$ cat src/rtl/game_state_ctrl.sv
`default_nettype none
// ============================================================================
// Module      : game_state_ctrl
// Description : Top-level game sequencer. Gates the frog controller with a
//               game-active enable, turns collision-checker hits and round
//               timeouts into a one-cycle respawn pulse, and owns lives, the
//               per-life countdown, the death pause, game over and win.
//
// Ports       : i_Clk         - system clock
//               i_Rst_L       - asynchronous active-low reset
//               i_Start       - debounced start button (level)
//               i_Hit         - frog overlaps a hazard (level)
//               i_Score[6:0]  - current score from the frog controller
//               o_Game_Active - high only while in PLAY
//               o_Collided    - one-cycle respawn request
//               o_Lives[2:0]  - remaining lives
//               o_Time_Left   - seconds remaining in the current life
//               o_State[2:0]  - IDLE=0, PLAY=1, DYING=2, GAME_OVER=3, WIN=4
//
// Revision    : 1.0 - initial release
// ============================================================================
module game_state_ctrl #(
  parameter int LIVES_INIT     = 3,
  parameter int ROUND_SECONDS  = 30,
  parameter int CLKS_PER_SEC   = 25000000,
  parameter int CLKS_PER_DEATH = 12500000,
  parameter int WIN_SCORE      = 5
) (
  input  logic       i_Clk,
  input  logic       i_Rst_L,
  input  logic       i_Start,
  input  logic       i_Hit,
  input  logic [6:0] i_Score,
  output logic       o_Game_Active,
  output logic       o_Collided,
  output logic [2:0] o_Lives,
  output logic [5:0] o_Time_Left,
  output logic [2:0] o_State
);

  localparam logic [2:0] c_ST_IDLE      = 3'd0;
  localparam logic [2:0] c_ST_PLAY      = 3'd1;
  localparam logic [2:0] c_ST_DYING     = 3'd2;
  localparam logic [2:0] c_ST_GAME_OVER = 3'd3;
  localparam logic [2:0] c_ST_WIN       = 3'd4;

  // Guard against a terminal count of 1, where $clog2 would yield 0 bits.
  localparam int c_SEC_W = (CLKS_PER_SEC   > 1) ? $clog2(CLKS_PER_SEC)   : 1;
  localparam int c_DTH_W = (CLKS_PER_DEATH > 1) ? $clog2(CLKS_PER_DEATH) : 1;

  localparam logic [c_SEC_W-1:0] c_SEC_LAST   = c_SEC_W'(CLKS_PER_SEC - 1);
  localparam logic [c_DTH_W-1:0] c_DTH_LAST   = c_DTH_W'(CLKS_PER_DEATH - 1);
  localparam logic [2:0]         c_LIVES_INIT = 3'(LIVES_INIT);
  localparam logic [5:0]         c_ROUND      = 6'(ROUND_SECONDS);
  localparam logic [6:0]         c_WIN_SCORE  = 7'(WIN_SCORE);

  logic [2:0]         r_state,     w_state_nxt;
  logic [2:0]         r_lives,     w_lives_nxt;
  logic [5:0]         r_time,      w_time_nxt;
  logic [c_SEC_W-1:0] r_sec_cnt,   w_sec_nxt;
  logic [c_DTH_W-1:0] r_death_cnt, w_death_nxt;
  logic               r_collided,  w_collided_nxt;
  logic               r_prev_start;

  logic w_start_pulse;
  logic w_sec_wrap;
  logic w_timeout;
  logic w_win;

  assign w_start_pulse = i_Start & ~r_prev_start;
  assign w_sec_wrap    = (r_sec_cnt == c_SEC_LAST);
  // Timeout is the wrap that would take the countdown from 1 to 0.
  assign w_timeout     = w_sec_wrap && (r_time == 6'd1);
  assign w_win         = (i_Score >= c_WIN_SCORE);

  always_comb begin
    w_state_nxt    = r_state;
    w_lives_nxt    = r_lives;
    w_time_nxt     = r_time;
    w_sec_nxt      = r_sec_cnt;
    w_death_nxt    = r_death_cnt;
    w_collided_nxt = 1'b0;

    case (r_state)
      c_ST_PLAY: begin
        // The countdown keeps running on the cycle a win or death is taken.
        if (w_sec_wrap) begin
          w_sec_nxt = '0;
          if (r_time != 6'd0) begin
            w_time_nxt = r_time - 6'd1;
          end
        end else begin
          w_sec_nxt = r_sec_cnt + 1'b1;
        end

        // Win outranks death; a hit coinciding with timeout is one death.
        if (w_win) begin
          w_state_nxt = c_ST_WIN;
        end else if (i_Hit || w_timeout) begin
          w_collided_nxt = 1'b1;
          if (r_lives > 3'd1) begin
            w_lives_nxt = r_lives - 3'd1;
            w_state_nxt = c_ST_DYING;
            w_death_nxt = '0;
          end else begin
            w_lives_nxt = 3'd0;
            w_state_nxt = c_ST_GAME_OVER;
          end
        end
      end

      c_ST_DYING: begin
        if (r_death_cnt == c_DTH_LAST) begin
          w_state_nxt = c_ST_PLAY;
          w_time_nxt  = c_ROUND;
          w_sec_nxt   = '0;
        end else begin
          w_death_nxt = r_death_cnt + 1'b1;
        end
      end

      // IDLE, GAME_OVER and WIN hold everything until a fresh start press.
      default: begin
        if (w_start_pulse) begin
          w_state_nxt = c_ST_PLAY;
          w_lives_nxt = c_LIVES_INIT;
          w_time_nxt  = c_ROUND;
          w_sec_nxt   = '0;
          w_death_nxt = '0;
        end
      end
    endcase
  end

  always_ff @(posedge i_Clk or negedge i_Rst_L) begin
    if (!i_Rst_L) begin
      r_state      <= c_ST_IDLE;
      r_lives      <= c_LIVES_INIT;
      r_time       <= c_ROUND;
      r_sec_cnt    <= '0;
      r_death_cnt  <= '0;
      r_collided   <= 1'b0;
      // Held high so a button pressed through reset does not start a game.
      r_prev_start <= 1'b1;
    end else begin
      r_state      <= w_state_nxt;
      r_lives      <= w_lives_nxt;
      r_time       <= w_time_nxt;
      r_sec_cnt    <= w_sec_nxt;
      r_death_cnt  <= w_death_nxt;
      r_collided   <= w_collided_nxt;
      r_prev_start <= i_Start;
    end
  end

  assign o_State       = r_state;
  assign o_Game_Active = (r_state == c_ST_PLAY);
  assign o_Collided    = r_collided;
  assign o_Lives       = r_lives;
  assign o_Time_Left   = r_time;

endmodule
`default_nettype wire
$ cat config.mk
export PLATFORM = sky130hd
export DESIGN_NAME = game_state_ctrl
export DESIGN_NICKNAME = d
export VERILOG_FILES = /design/src/rtl/game_state_ctrl.sv
export SDC_FILE = /design/constraint.sdc
export NUM_CORES = 1
export LEC_CHECK = 0
export BUFFER_PORTS_ARGS = -buffer_cell sky130_fd_sc_hd__buf_2
export CAP_MARGIN = 20
export CORE_MARGIN = 1
export CORE_UTILIZATION = 45
export CTS_CLUSTER_DIAMETER = 100
export DETAILED_ROUTE_END_ITERATION = 16
export GPL_ROUTABILITY_DRIVEN = 0
export PLACE_DENSITY_LB_ADDON = 0.05
export SETUP_SLACK_MARGIN = 0.02
export SLEW_MARGIN = 20
export SYNTH_ARGS = -nofsm -noshare
export SYNTH_HDL_FRONTEND = slang
export SYNTH_SLANG_ARGS = --single-unit
$ cat constraint.sdc
create_clock -name i_Clk -period 4.9 [get_ports i_Clk]
set_input_delay 0.49 -clock i_Clk [delete_from_list [all_inputs] [get_ports i_Clk]]
set_output_delay 0.49 -clock i_Clk [all_outputs]
set_load 0.02 [all_outputs]
Yosys cells after proc, flatten, opt, wreduce, memory -nomap -nowiden:

Index checks and enable logic that the tools add are counted.

* input bits: 11
* register bits after elaboration: 63
* memories: 0
* bits in writable memories: 0
* latch bits: 0
* bits in read-only memories: 0

* equal/unequal tests: 13
* divide/modulo/power cells: 0
* reductions and logical operators: 10
* bitwise operators: 3
* $add $sub $neg: 4
* shift-type cells: 0
* multiplexer cells: 29
* magnitude comparators: 2
* multiply operators: 0

Operators with widths (number)
* $mux W24: 5
* $mux W25: 3
* $pmux W25 S2: 1
* $pmux W24 S2: 1
* $add A25 B1 Y25 const B: 1
* $eq A25 B25 Y1 const B: 1
* $add A24 B1 Y24 const B: 1
* $eq A24 B24 Y1 const B: 1
* $mux W3: 8
* $mux W6: 4
* $pmux W3 S2: 2
* $pmux W6 S2: 1
* $ne A2 B1 Y1 const B: 4
* $reduce_and A4 Y1: 2
* $ge A7 B3 Y1 const B: 1
* $eq A6 B1 Y1 const B: 1
* $ne A2 B2 Y1 const B: 3
* $reduce_bool A6 Y1: 1
* $sub A6 B1 Y6 const B: 1
* $reduce_and A5 Y1: 1
* $mux W1: 4
* $eq A3 B1 Y1 const B: 1
* $eq A3 B2 Y1 const B: 1
* $gt A3 B1 Y1 const B: 1
* 10 further kinds: 11

Longest topological paths before layout:

Gate-level depths: netlist of run 1.

* depth after elaboration: 6
* mapped depth: 9

Worst setup path after synthesis of run 1:

Ideal clock, no wire load.

* path type: reg2reg
* start: reg r_state[1] (netlist: o_State[1])
* end: reg r_death_cnt[4]
* stages on the path, launching flop included: 9
* setup slack: 2.797 ns
* data arrival time: 1.974 ns
* data required time: 4.770 ns
* cells stage by stage: dfrtp_1 -> nor3b_4 -> nand4_1 -> or3_1 -> buf_4 -> and2_1 -> buf_6 -> a41oi_2 -> a31oi_1

* cells in the longest elaborated chain, start to end: 3
* elaborated cells on any way between the ends: 9
* classes of those cells: eq/ne: 6; mux: 1; reduce/logical: 2

RTL lines
* start, declared: line 57 `logic [2:0] r_state, w_state_nxt;`
* start signal, assigned: line 137 `r_state <= c_ST_IDLE;`
* start signal, assigned: line 146 `r_state <= w_state_nxt;`
* $eq A3 B2 Y1 or $eq A3 B1 Y1 (tied branches): line 84 `case (r_state)`
* $ne A2 B2 Y1 (no source line), or another cell as far along
* $reduce_and A5 Y1 (no source line)
* end signal, assigned: line 150 `r_death_cnt <= w_death_nxt;`
* end, declared: line 61 `logic [c_DTH_W-1:0] r_death_cnt, w_death_nxt;`

Several ways; a longest one is shown, not always the timed one.
A chain may end at the register's enable or synchronous reset.

Final worst setup path of run 1:

* start: reg r_state[2] (netlist: o_State[2])
* end: reg r_sec_cnt[7]

* cells in the longest elaborated chain, start to end: 3
* elaborated cells on any way between the ends: 6
* classes of those cells: eq/ne: 3; mux: 1; reduce/logical: 2

RTL lines
* $eq A3 B2 Y1 or $eq A3 B1 Y1 (tied branches): line 84
* $ne A2 B2 Y1 (no source line) or $reduce_bool A3 Y1 (tied branches)
* $reduce_and A2 Y1 (no source line)
* end signal, assigned: line 149 `r_sec_cnt <= w_sec_nxt;`
* end, declared: line 60 `logic [c_SEC_W-1:0] r_sec_cnt, w_sec_nxt;`

Several ways; a longest one is shown, not always the timed one.

==> summary.md, run 1 <==
| Metric | Value |
|---|---|
| Total power draw | 1.82 mW |
| Largest family of logic cells by synthesized area | simple AND/OR/NAND/NOR gates |
| DRC Markers | 0 |
| Die ar. | 0.00838 sq mm |
| Fraction of layout cells with a size suffix above 1 | 15.3% |
| Antenna-violating nets left | 0 |
| Post-CTS setup buffers | 0 |
| DR WL/cell | 15.5 microns |
| Max Buffers Root-to-Sink | 2 |
| Worst-path clk slew | 0.07 ns |
| Compound-cell area share of the yosys netlist | 23.6% |
| Grt ovf | 0 |
| H-tree levels | 3 |
| Pwr dens | 456 mW/mm^2 |
| Worst slew pin tran | 1.08 ns |
| GRT Total Usage | 21.3% |
| Sequential fraction of the synthesis area | 43.9% |
| Post-synth top area share | 38.8% |
| Final hold vios | 0 |
| Via-to-Cell Ratio | 5.78 |
| Critical Path Start Type | flop |
| Synth area leader | dfrtp_1 |
| CP bufs+invs | 1 |
| Register area | 0.00159 sq mm |
| Sequential share of power | 41.6% |
| IO Pins | 25 |
| Post-Synth Adder-Cell Area | 2.43% |
| Most frequent cells after synthesis | 56 x dfrtp_1, 43 x o21ai_0, 40 x nand2_1, 40 x nor2_1, 32 x a31oi_1 |
| Row cnt | 32 |
| Crit path largest cell delay | 0.84 ns |
| Yosys reg bits | 63 |
| Status | complete, no violations |
| Sw power | 0.745 mW |
| Post-layout minimum cycle time | 3.11 ns |
| Nets | 452 |
| Slew Limit Fails | 0 |
| Final Setup Violations | 0 |
| Worst hold-check path type | in2reg |
| Cts bufs inserted | 9 |
| Worst hold slack | 0.265 ns |
| Largest delay share family, worst path | simple AND/OR/NAND/NOR gates |
| Vias | 3127 |
| Synth top area cells | dfrtp_1 39%, o21ai_0 6.0%, a31oi_1 5.5% |
| Final period util | 63.6% |
| Clk Latency, worst-skew pair | 0.33 ns |
| Post-synth EDFFs | 0 |
| Area Overhead vs Synth | 10.6% |
| Vias in the first global route | 2935 |
| Syn Inst Count | 412 |
| Ys Warns | 0 |
| Initial core utilization | 46.7% |
| Leakage power | 1.62 nW |
| Worst Clk Skew | 0.00646 ns |
| Die Y-Extent | 91.5 microns |
| Post-Syn Area | 0.00361 sq mm |
| CP Data Required Time | 5.09 ns |
| CP cell instances | nor3b_4 -> nand4_1 -> nor3_1 -> nor2_1 -> buf_4 -> o21ai_0 -> o31ai_1 |
| Clk pwr share | 24.7% |
| Ys async rst share | 100% |
| Clock Tree Root | clkbuf_8 |
| Mapped Nets | 430 |
| Multi-input combinational cell area | 0.00190 sq mm |
| CP Capture Type | flop |
| # hold bufs at CTS | 0 |
| Clock sink count | 63 |
| Slowest CP cell | nor3b_4 |
| XOR/XNOR Fraction of Synth Area | 0.728% |
| Gate power share | 33.7% |
| Unique masters post-synth | 54 |
| Initial DRC Count | 149 |
| Sw frac | 40.9% |
| # diodes | 0 |
| Crit Path Category | reg2reg |
| Main flop type after synthesis | dfrtp_1 |
| Final HPWL from detailed placement | 5.71 mm |
| Mux cell area share after synthesis | 0.624% |
| Post_cts resized | 0 |
| Die Width | 91.5 microns |
| Maximum number of pins on one net before global-route repair | 64 |
| Max VDD drop | 0.223 mV |
| Initial antenna violation count | 0 |
| Final setup TNS | 0 ns |
| Most numerous cell in the Yosys netlist | dfrtp_1 |
| Fill cells | 741 |
| CTS tree | yes |
| I/O Buffers | 24 |
| RSZ-0062 raised after global routing | false |
| Total Wirelength | 8.38 mm |
| Max-slew headroom | 28.0% |
| Max cap viols | 0 |
| Core ar. | 0.00773 sq mm |
| Drt pass-1 iters | 6 |
| Global-route wire length before repair | 14.2 mm |
| Int Pwr | 1.07 mW |
| CP arrival | 3.30 ns |
| Simple-Gate Fraction of Synth Area | 25.1% |
| Crit Path Max Fanout | 28 |
| Max Fclk | 321 MHz |
| Avg Cell Area, Syn | 8.76 sq um |
## area by class of cell
class,count,share of cell area (%)
inverters,13,1.22
clock buffers,12,3.64
clock inverters,4,1.13
flip-flops and latches,63,39.7
well taps,102,3.20
multi-input cells,320,47.5
repair buffers,27,3.57
## per-layer routing
layer | vias up | GRT usage (%) | wire, microns
met5 | - | 0 | 0
met4 | 0 | 8.07 | 129
met3 | 9 | 2.76 | 195
met2 | 45 | 34.5 | 3990
met1 | 1504 | 28.9 | 4070
li1 | 1569 | - | -
## cell usage in the layout, fill, tap and decap left out, types with 3 or more instances in the layout
cell type,count
o21ai_0,43
nor2_1,40
and3_1,6
nor3_1,13
o211ai_1,3
nand4_1,11
o41ai_1,5
dfstp_2,7
nor2b_1,4
inv_1,12
a21o_1,4
and4_1,4
dfrtp_1,56
a21oi_1,16
o31ai_1,7
nand3_1,25
nand2_1,40
clkbuf_8,10
nor4_2,3
buf_4,3
and2_1,8
clkinv_2,3
o21ai_1,13
nor4_1,4
buf_2,24
ha_1,7
a31oi_1,32
## flip-flops by register name, summed over array words and instances (netlist names)
signal and cells:
r_sec_cnt 25, r_death_cnt 24, o_Time_Left 6, o_Lives 3, o_State 3, o_Collided 1, r_prev_start 1
## final timing paths
kind | end | from | cells after the start | slack, ns
max in group asynchronous | r_sec_cnt[4]$_DFFE_PN0P_ | i_Rst_L | 2 | 4.04
min in group asynchronous | r_death_cnt[5]$_DFFE_PN0P_ | i_Rst_L | 2 | 0.33
worst max-delay path | r_sec_cnt[7]$_DFFE_PN0P_ | o_State[2]$_DFFE_PN0P_ | 7 | 1.79
worst min-delay path | r_prev_start$_DFF_PN1_ | i_Start | 1 | 0.26
worst min register to register | r_sec_cnt[24]$_DFFE_PN0P_ | r_sec_cnt[24]$_DFFE_PN0P_ | 1 | 0.46
worst max register to register | r_sec_cnt[7]$_DFFE_PN0P_ | o_State[2]$_DFFE_PN0P_ | 7 | 1.79
## power groups by stage
stage               Sequential, mW  Clock [mW]  Combinational (mW)
floorplan                    0.761           0               0.448
global placement             0.762           0               0.612
detailed placement           0.765           0               0.620
CTS                          0.756       0.463               0.621
global route                 0.776       0.481               0.685
finish                       0.757       0.450               0.613
## worst register-to-register path, stage by stage, from the launching register on
cell	delay (ns)
dfrtp_1	0.43
nor3b_4	0.84
nand4_1	0.26
nor3_1	0.51
nor2_1	0.34
buf_4	0.27
o21ai_0	0.21
o31ai_1	0.10
## kinds of logic (layout without fill, tap and decap cells)
family	after synthesis	in the layout
AOI/OAI and AO/OA	136	136
xor gates and xnor gates	3	3
adders and majority gates	7	7
buffers and inverters	29	56
DFF	63	63
muxes	2	2
and+or+nand+nor	172	172
## per-stage QoR
stage | std cells | instance area (sq um) | util, % | setup slack [ns]
finish | 541 | 3990 | 51.6 | 1.79
floorplan | 412 | 3610 | - | 2.80
CTS | 541 | 3990 | 51.6 | 1.76
global route | 541 | 3990 | 51.6 | 1.50
detailed placement | 525 | 3800 | 49.2 | 1.77
global placement | 525 | 3800 | 49.2 | 1.96
(Power assumes the default switching activity.)
==> run 2, diff against run 1 <==
--- a/config.mk
+++ b/config.mk
@@ -5,6 +5,7 @@
 export SDC_FILE = /design/constraint.sdc
 export NUM_CORES = 1
 export LEC_CHECK = 0
+export ABC_AREA = 1
 export BUFFER_PORTS_ARGS = -buffer_cell sky130_fd_sc_hd__buf_2
 export CAP_MARGIN = 20
 export CORE_MARGIN = 1
==> constraint.sdc (replaced) <==
create_clock -name i_Clk -period 2.7 [get_ports i_Clk]
set_input_delay 0.27 -clock i_Clk [delete_from_list [all_inputs] [get_ports i_Clk]]
set_output_delay 0.27 -clock i_Clk [all_outputs]
set_load 0.02 [all_outputs]
==> run 2 against run 1 <==
Net effect: core utilization fell by 0.82 points; sequential cell count did not move; final area rose by 17%; count of clock-buffer cells in the layout fell by 1; clock power rose by 88%; largest cell class unchanged.
==> summary.md, run 2 <==
| Metric | Value |
|---|---|
| Status | complete, no violations |
| Grt ovf | 0 |
| Die ar. | 0.00983 sq mm |
| Maximum number of pins on one net before global-route repair | 29 |
| Clock Tree Root | clkbuf_8 |
| Area Overhead vs Synth | 10.0% |
| Fraction of layout cells with a size suffix above 1 | 11.5% |
| Fill cells | 948 |
| Synth top area cells | dfrtp_1 33%, nand2_1 19%, nor2_1 7.5% |
| Final period util | 79.6% |
| Pwr dens | 699 mW/mm^2 |
| Core ar. | 0.00920 sq mm |
| Sequential fraction of the synthesis area | 37.3% |
| Post_cts resized | 0 |
| Ys Warns | 0 |
| CTS tree | yes |
| Crit Path Category | reg2reg |
| Via-to-Cell Ratio | 5.27 |
| Slew Limit Fails | 0 |
| IO Pins | 25 |
| Worst slew pin tran | 0.671 ns |
| Vias in the first global route | 3857 |
| Most used cell, CP | nand2_1 |
| Setup ws final | 0.550 ns |
| CP cell instances | ha_1 -> nand2_1 -> nor2_4 -> nand2_1 -> nor2_1 -> nand3_1 -> nand3_2 -> nand3_4 -> nand2_1 -> nand2_1 |
| Multi-input combinational cell area | 0.00229 sq mm |
| Max Fclk | 465 MHz |
| Crit Path Max Fanout | 24 |
| Final setup TNS | 0 ns |
| Post-synth top area share | 33.0% |
| Crit path largest cell delay | 0.39 ns |
| Synth area leader | dfrtp_1 |
| H-tree levels | 3 |
| Register area | 0.00159 sq mm |
| Leading cell type in the layout, fill and taps excluded | nand2_1 |
| Worst hold-check path type | in2reg |
| Yosys reg bits | 63 |
| Max-slew headroom | 55.3% |
| Initial DRC Count | 316 |
| Antenna-violating nets left | 0 |
| Post-Syn Area | 0.00425 sq mm |
| Slowest CP cell | dfrtp_1 |
| Max Buffers Root-to-Sink | 2 |
| Ys async rst share | 100% |
| Clock sink count | 63 |
| CP Capture Type | flop |
| CP bufs+invs | 0 |
| Die Y-Extent | 99.2 microns |
| Most frequent cells in the layout | 211 x nand2_1, 85 x nor2_1, 71 x inv_1 |
| Max VDD drop | 0.486 mV |
| Reg2reg end | r_death_cnt[13]$_DFFE_PN0P_ |
| Worst-path clk slew | 0.07 ns |
| Clk Latency, worst-skew pair | 0.35 ns |
| CP Data Required Time | 2.93 ns |
| Die Width | 99.2 microns |
| Cell Area, Placed | 0.00446 sq mm |
| Nets | 689 |
| DR WL/cell | 13.8 microns |
| Hold Path Depth | 1 |
| Post-layout minimum cycle time | 2.15 ns |
| Setup crit start | r_sec_cnt[0]$_DFFE_PN0P_ |
| RSZ-0062 raised after global routing | false |
| # diodes | 0 |
| CP arrival | 2.38 ns |
| Cts bufs inserted | 9 |
| Dpl ws | 0.561 ns |
| Post-synth EDFFs | 0 |
| Final instance area | 0.00467 sq mm |
| GRT Total Usage | 24.3% |
| Initial antenna violation count | 0 |
| Final Setup Violations | 0 |
| Most frequent cells after synthesis | 211 x nand2_1, 85 x nor2_1, 71 x inv_1, 59 x nand3_1, 56 x dfrtp_1 |
| Post-CTS setup buffers | 0 |
| Largest delay share family, worst path | simple AND/OR/NAND/NOR gates |
| Main flop type after synthesis | dfrtp_1 |
| Global-route wire length before repair | 18.8 mm |
| Max cap viols | 0 |
| Vias | 4150 |
| Max reg flops | 25 |
| Mapped Nets | 662 |
| Most numerous cell in the Yosys netlist | nand2_1 |
| Worst setup endpoint | r_death_cnt[13]$_DFFE_PN0P_ |
| Total Wirelength | 10.8 mm |
| Worst Clk Skew | 0.00945 ns |
| FF-to-FF Start | r_sec_cnt[0]$_DFFE_PN0P_ |
| Drt pass-1 iters | 5 |
| Critical Path Start Type | flop |
| Cell count along the critical path | 10 |
| Row cnt | 35 |
| Unique masters post-synth | 38 |
| Leakage power | 2.15 nW |
| Cells on worst reg2reg path | 10 |
| DRC Markers | 0 |
| Syn Inst Count | 644 |
| Avg Cell Area, Syn | 6.60 sq um |
| R2r setup slk | 0.55 ns |
| Initial core utilization | 46.2% |
| Final HPWL from detailed placement | 7.83 mm |
| Biggest register | r_sec_cnt |
| Final hold vios | 0 |
| I/O Buffers | 24 |
run 2: cell types whose count changed after synthesis, sizes merged, moves of 6 or more:
| cell | before | now |
|---|---|---|
| a31oi | 32 | 1 |
| and2 | 8 | 1 |
| clkbuf | 9 | 3 |
| inv | 13 | 77 |
| nand2 | 41 | 213 |
| nand3 | 25 | 61 |
| nand4 | 11 | 22 |
| nor2 | 41 | 95 |
| nor4 | 8 | 2 |
| o21ai | 56 | 34 |
| o31ai | 7 | 1 |
| xor2 | 1 | 7 |
run 2: area by class of cell:
type                       instances  area share [%]
clock buffer                      11            3.03
tap                              111            2.97
clock inverter                     5            1.23
inverter                          77            6.18
multi-input combinational        489            48.9
sequential                        63            33.9
timing repair buffer              31            3.75
run 2: worst min path at each step:
stage                     slack (ns)  startpoint                          end
final                           0.04     i_Start       r_prev_start$_DFF_PN1_
after global routing            0.02     i_Start       r_prev_start$_DFF_PN1_
after CTS                       0.02     i_Start       r_prev_start$_DFF_PN1_
after detailed placement        0.35     i_Rst_L  r_death_cnt[15]$_DFFE_PN0P_
after global placement          0.33     i_Rst_L  r_death_cnt[15]$_DFFE_PN0P_
after floorplan                -0.03     i_Rst_L         o_Collided$_DFF_PN0_
run 2: what timing repair did:
item,CTS,global route
hold buffers,1,0
hold endpoints to repair,23,0
setup endpoints to repair,0,0
run 2: stage by stage:
| stage | std cells | utilization [%] | hold WS, ns | power, mW |
|---|---|---|---|---|
| after floorplan | 644 | - | -0.0256 | 2.14 |
| after global placement | 770 | 48.5 | 0.327 | 2.43 |
| after detailed placement | 770 | 48.5 | 0.351 | 2.45 |
| after CTS | 787 | 50.8 | 0.0218 | 3.31 |
| after global routing | 787 | 50.8 | 0.0225 | 3.51 |
| final | 787 | 50.8 | 0.0356 | 3.26 |
run 2: report_power, final:
group / internal, mW / switching, mW
Clock: 0.450 / 0.394
Sequential: 1.08 / 0.102
Combinational: 0.364 / 0.870
run 2: cell families (layout without fill, tap and decap cells):
logic type,count (synthesis),in the layout,synth area share (%)
xor gates and xnor gates,11,11,2.27
buffers and inverters,92,124,8.87
and+or+nand+nor,411,411,41.9
adders and majority gates,7,7,2.06
DFF,63,63,37.3
AOI/OAI and AO/OA,60,60,7.54
run 2: worst register-to-register path, stage by stage (launching register included):
cell and delay, ns:
dfrtp_1 0.39, ha_1 0.18, nand2_1 0.10, nor2_4 0.19
nand2_1 0.07, nor2_1 0.17, nand3_1 0.15, nand3_2 0.25
nand3_4 0.32, nand2_1 0.17, nand2_1 0.06
run 2: layer usage:
layer / vias up / track usage (%) / wire [microns]
li1: 2110 / - / -
met2: 108 / 35.8 / 4550
met5: - / 0 / 0
met3: 15 / 3.23 / 516
met4: 0 / 8.82 / 176
met1: 1917 / 36.4 / 5580
==> run 3, diff against run 2 <==
==> constraint.sdc (replaced) <==
create_clock -name i_Clk -period 2 [get_ports i_Clk]
set_input_delay 0.2 -clock i_Clk [delete_from_list [all_inputs] [get_ports i_Clk]]
set_output_delay 0.2 -clock i_Clk [all_outputs]
set_load 0.02 [all_outputs]
==> run 3 against run 2 <==
Net effect: critical path type is now reg2out; largest power group unchanged; critical endpoint is now o_Game_Active; highest routed layer unchanged; sequential power increased by 35%; non-clock buffer count rose by 18; global-route usage about the same; combinational power grew 58%; die area unchanged.
==> summary.md, run 3 (synthesized netlist as in run 2, its figures left out) <==
| Metric | Value |
|---|---|
| Final setup TNS | 0 ns |
| Max reg flops | 25 |
| Die Y-Extent | 99.2 microns |
| Fill cells | 906 |
| R2r setup slk | 0.20 ns |
| Fraction of layout cells with a size suffix above 1 | 14.5% |
| Crit Path Category | reg2out |
| Antenna-violating nets left | 0 |
| RSZ-0062 raised after global routing | false |
| Row cnt | 35 |
| Most frequent cells in the layout | 209 x nand2_1, 84 x nor2_1, 71 x inv_1 |
| Initial DRC Count | 308 |
| H-tree levels | 3 |
| Max VDD drop | 0.677 mV |
| Pwr dens | 1000 mW/mm^2 |
| CP arrival | 1.66 ns |
| Cts bufs inserted | 9 |
| Worst Clk Skew | 0.0129 ns |
| Max-slew headroom | 68.1% |
| Final hold vios | 0 |
| Die ar. | 0.00983 sq mm |
| Worst setup endpoint | o_Game_Active |
| Post-layout minimum cycle time | 1.86 ns |
| Vias in the first global route | 3919 |
| Leading cell type in the layout, fill and taps excluded | nand2_1 |
| GRT Total Usage | 24.2% |
| Slew Limit Fails | 0 |
| Clk pwr share | 28.4% |
| Sw power | 1.99 mW |
| DRC Markers | 0 |
| Area Overhead vs Synth | 16.1% |
| Initial antenna violation count | 0 |
| Global-route wire length before repair | 18.9 mm |
| Clk Latency, worst-skew pair | 0.36 ns |
| Maximum number of pins on one net before global-route repair | 64 |
| Core ar. | 0.00920 sq mm |
| DR WL/cell | 13.9 microns |
| Total Wirelength | 11.2 mm |
| Cells on worst reg2reg path | 9 |
| I/O Buffers | 24 |
| Crit Path Max Fanout | 11 |
| Int Pwr | 2.96 mW |
| Final Setup Violations | 0 |
| Max Buffers Root-to-Sink | 2 |
| Worst slew pin tran | 0.477 ns |
| Vias | 4215 |
| Nets | 708 |
| Via-to-Cell Ratio | 5.23 |
| Setup crit start | o_State[1]$_DFFE_PN0P_ |
| Max Fclk | 538 MHz |
| Total power draw | 4.95 mW |
| Status | complete, no violations |
| Final HPWL from detailed placement | 8.05 mm |
| Sw frac | 40.3% |
| Biggest register | r_sec_cnt |
| Max cap viols | 0 |
| Final period util | 92.9% |
| IO Pins | 25 |
| Reg2reg end | o_State[1]$_DFFE_PN0P_ |
| Clock sink count | 63 |
| Worst hold-check path type | in2reg |
| Register area | 0.00159 sq mm |
| Die Width | 99.2 microns |
| Min-delay src | i_Hit |
| # diodes | 0 |
| CTS tree | yes |
| Grt ovf | 0 |
| Critical Path Start Type | flop |
| Clock Tree Root | clkbuf_8 |
| Initial core utilization | 46.2% |
| Worst-path clk slew | 0.07 ns |
| FF-to-FF Start | r_death_cnt[16]$_DFFE_PN0P_ |
| CP Data Required Time | 1.80 ns |
| Sequential share of power | 32.5% |
| Hold Path Depth | 6 |
| Multi-input combinational cell area | 0.00234 sq mm |
| Drt pass-1 iters | 5 |
| CP Capture Type | output pin |
| Gate power share | 39.1% |
| Leakage power | 2.29 nW |
-- run 3: cell types whose count changed in the layout (fill, tap and decap cells not counted), sizes merged --
cell	change
clkbuf	-1
nand3	+1
clkinvlp	-2
dlygate4sd3	+1
buf	+17
bufinv	+2
clkinv	+1
-- run 3: layout make-up --
class                      instances  share of cell area, %
clock buffer                      10                   2.79
multi-input combinational        490                   47.4
tap                              111                   2.82
timing repair buffer              49                   6.85
inverter                          77                   5.86
clock inverter                     6                   2.18
sequential                        63                   32.1
-- run 3: how the worst min path moves through the flow --
stage,end,slack (ns)
floorplan,o_Collided$_DFF_PN0_,-0.1
global placement,r_death_cnt[16]$_DFFE_PN0P_,0.25
detailed placement,r_death_cnt[16]$_DFFE_PN0P_,0.24
CTS,o_State[1]$_DFFE_PN0P_,0.31
global route,o_State[1]$_DFFE_PN0P_,0.43
finish,o_State[2]$_DFFE_PN0P_,0.36
-- run 3: worst max-delay path, stage by stage, from the launching register on --
cell	delay (ns)
dfrtp_1	0.44
nor3_2	0.22
buf_4	0.23
buf_4	0.23
buf_2	0.19
-- run 3: layer usage --
metal  vias up  share of wire (%)  global-route usage (%)
met3        14                5.1                    3.65
li1       2154                  -                       -
met4         0                1.1                    7.69
met2        94                 43                    36.6
met5         -                  0                       0
met1      1953                 50                    35.8
-- run 3: timing repair --
| item | CTS | global route |
|---|---|---|
| hold buffers | 2 | 0 |
| hold endpoints to repair | 57 | 0 |
| setup endpoints to repair | 0 | 31 |
| buffers inserted | 0 | 2 |
| gates resized for setup | 0 | 9 |
-- run 3: per-stage QoR --
| step | instances | hold WS (ns) | worst slack [ns] | utilization, % | cell area, sq um |
|---|---|---|---|---|---|
| global placement | 785 | 0.245 | 0.187 | 50.0 | 4600 |
| CTS | 803 | 0.305 | 0.120 | 52.9 | 4870 |
| global route | 806 | 0.426 | 0.0170 | 53.6 | 4930 |
| detailed placement | 785 | 0.243 | 0.126 | 50.0 | 4600 |
| floorplan | 644 | -0.0956 | 0.217 | - | 4250 |
| finish | 806 | 0.357 | 0.141 | 53.6 | 4930 |
-- run 3: power by group through the flow --
stage | sequential (mW) | combinational, mW | clock (mW)
after detailed placement | 1.63 | 1.85 | 0
after floorplan | 1.74 | 1.15 | 0
after global placement | 1.62 | 1.81 | 0
final | 1.61 | 1.94 | 1.41
after CTS | 1.61 | 1.86 | 1.42
after global routing | 1.63 | 2.18 | 1.48
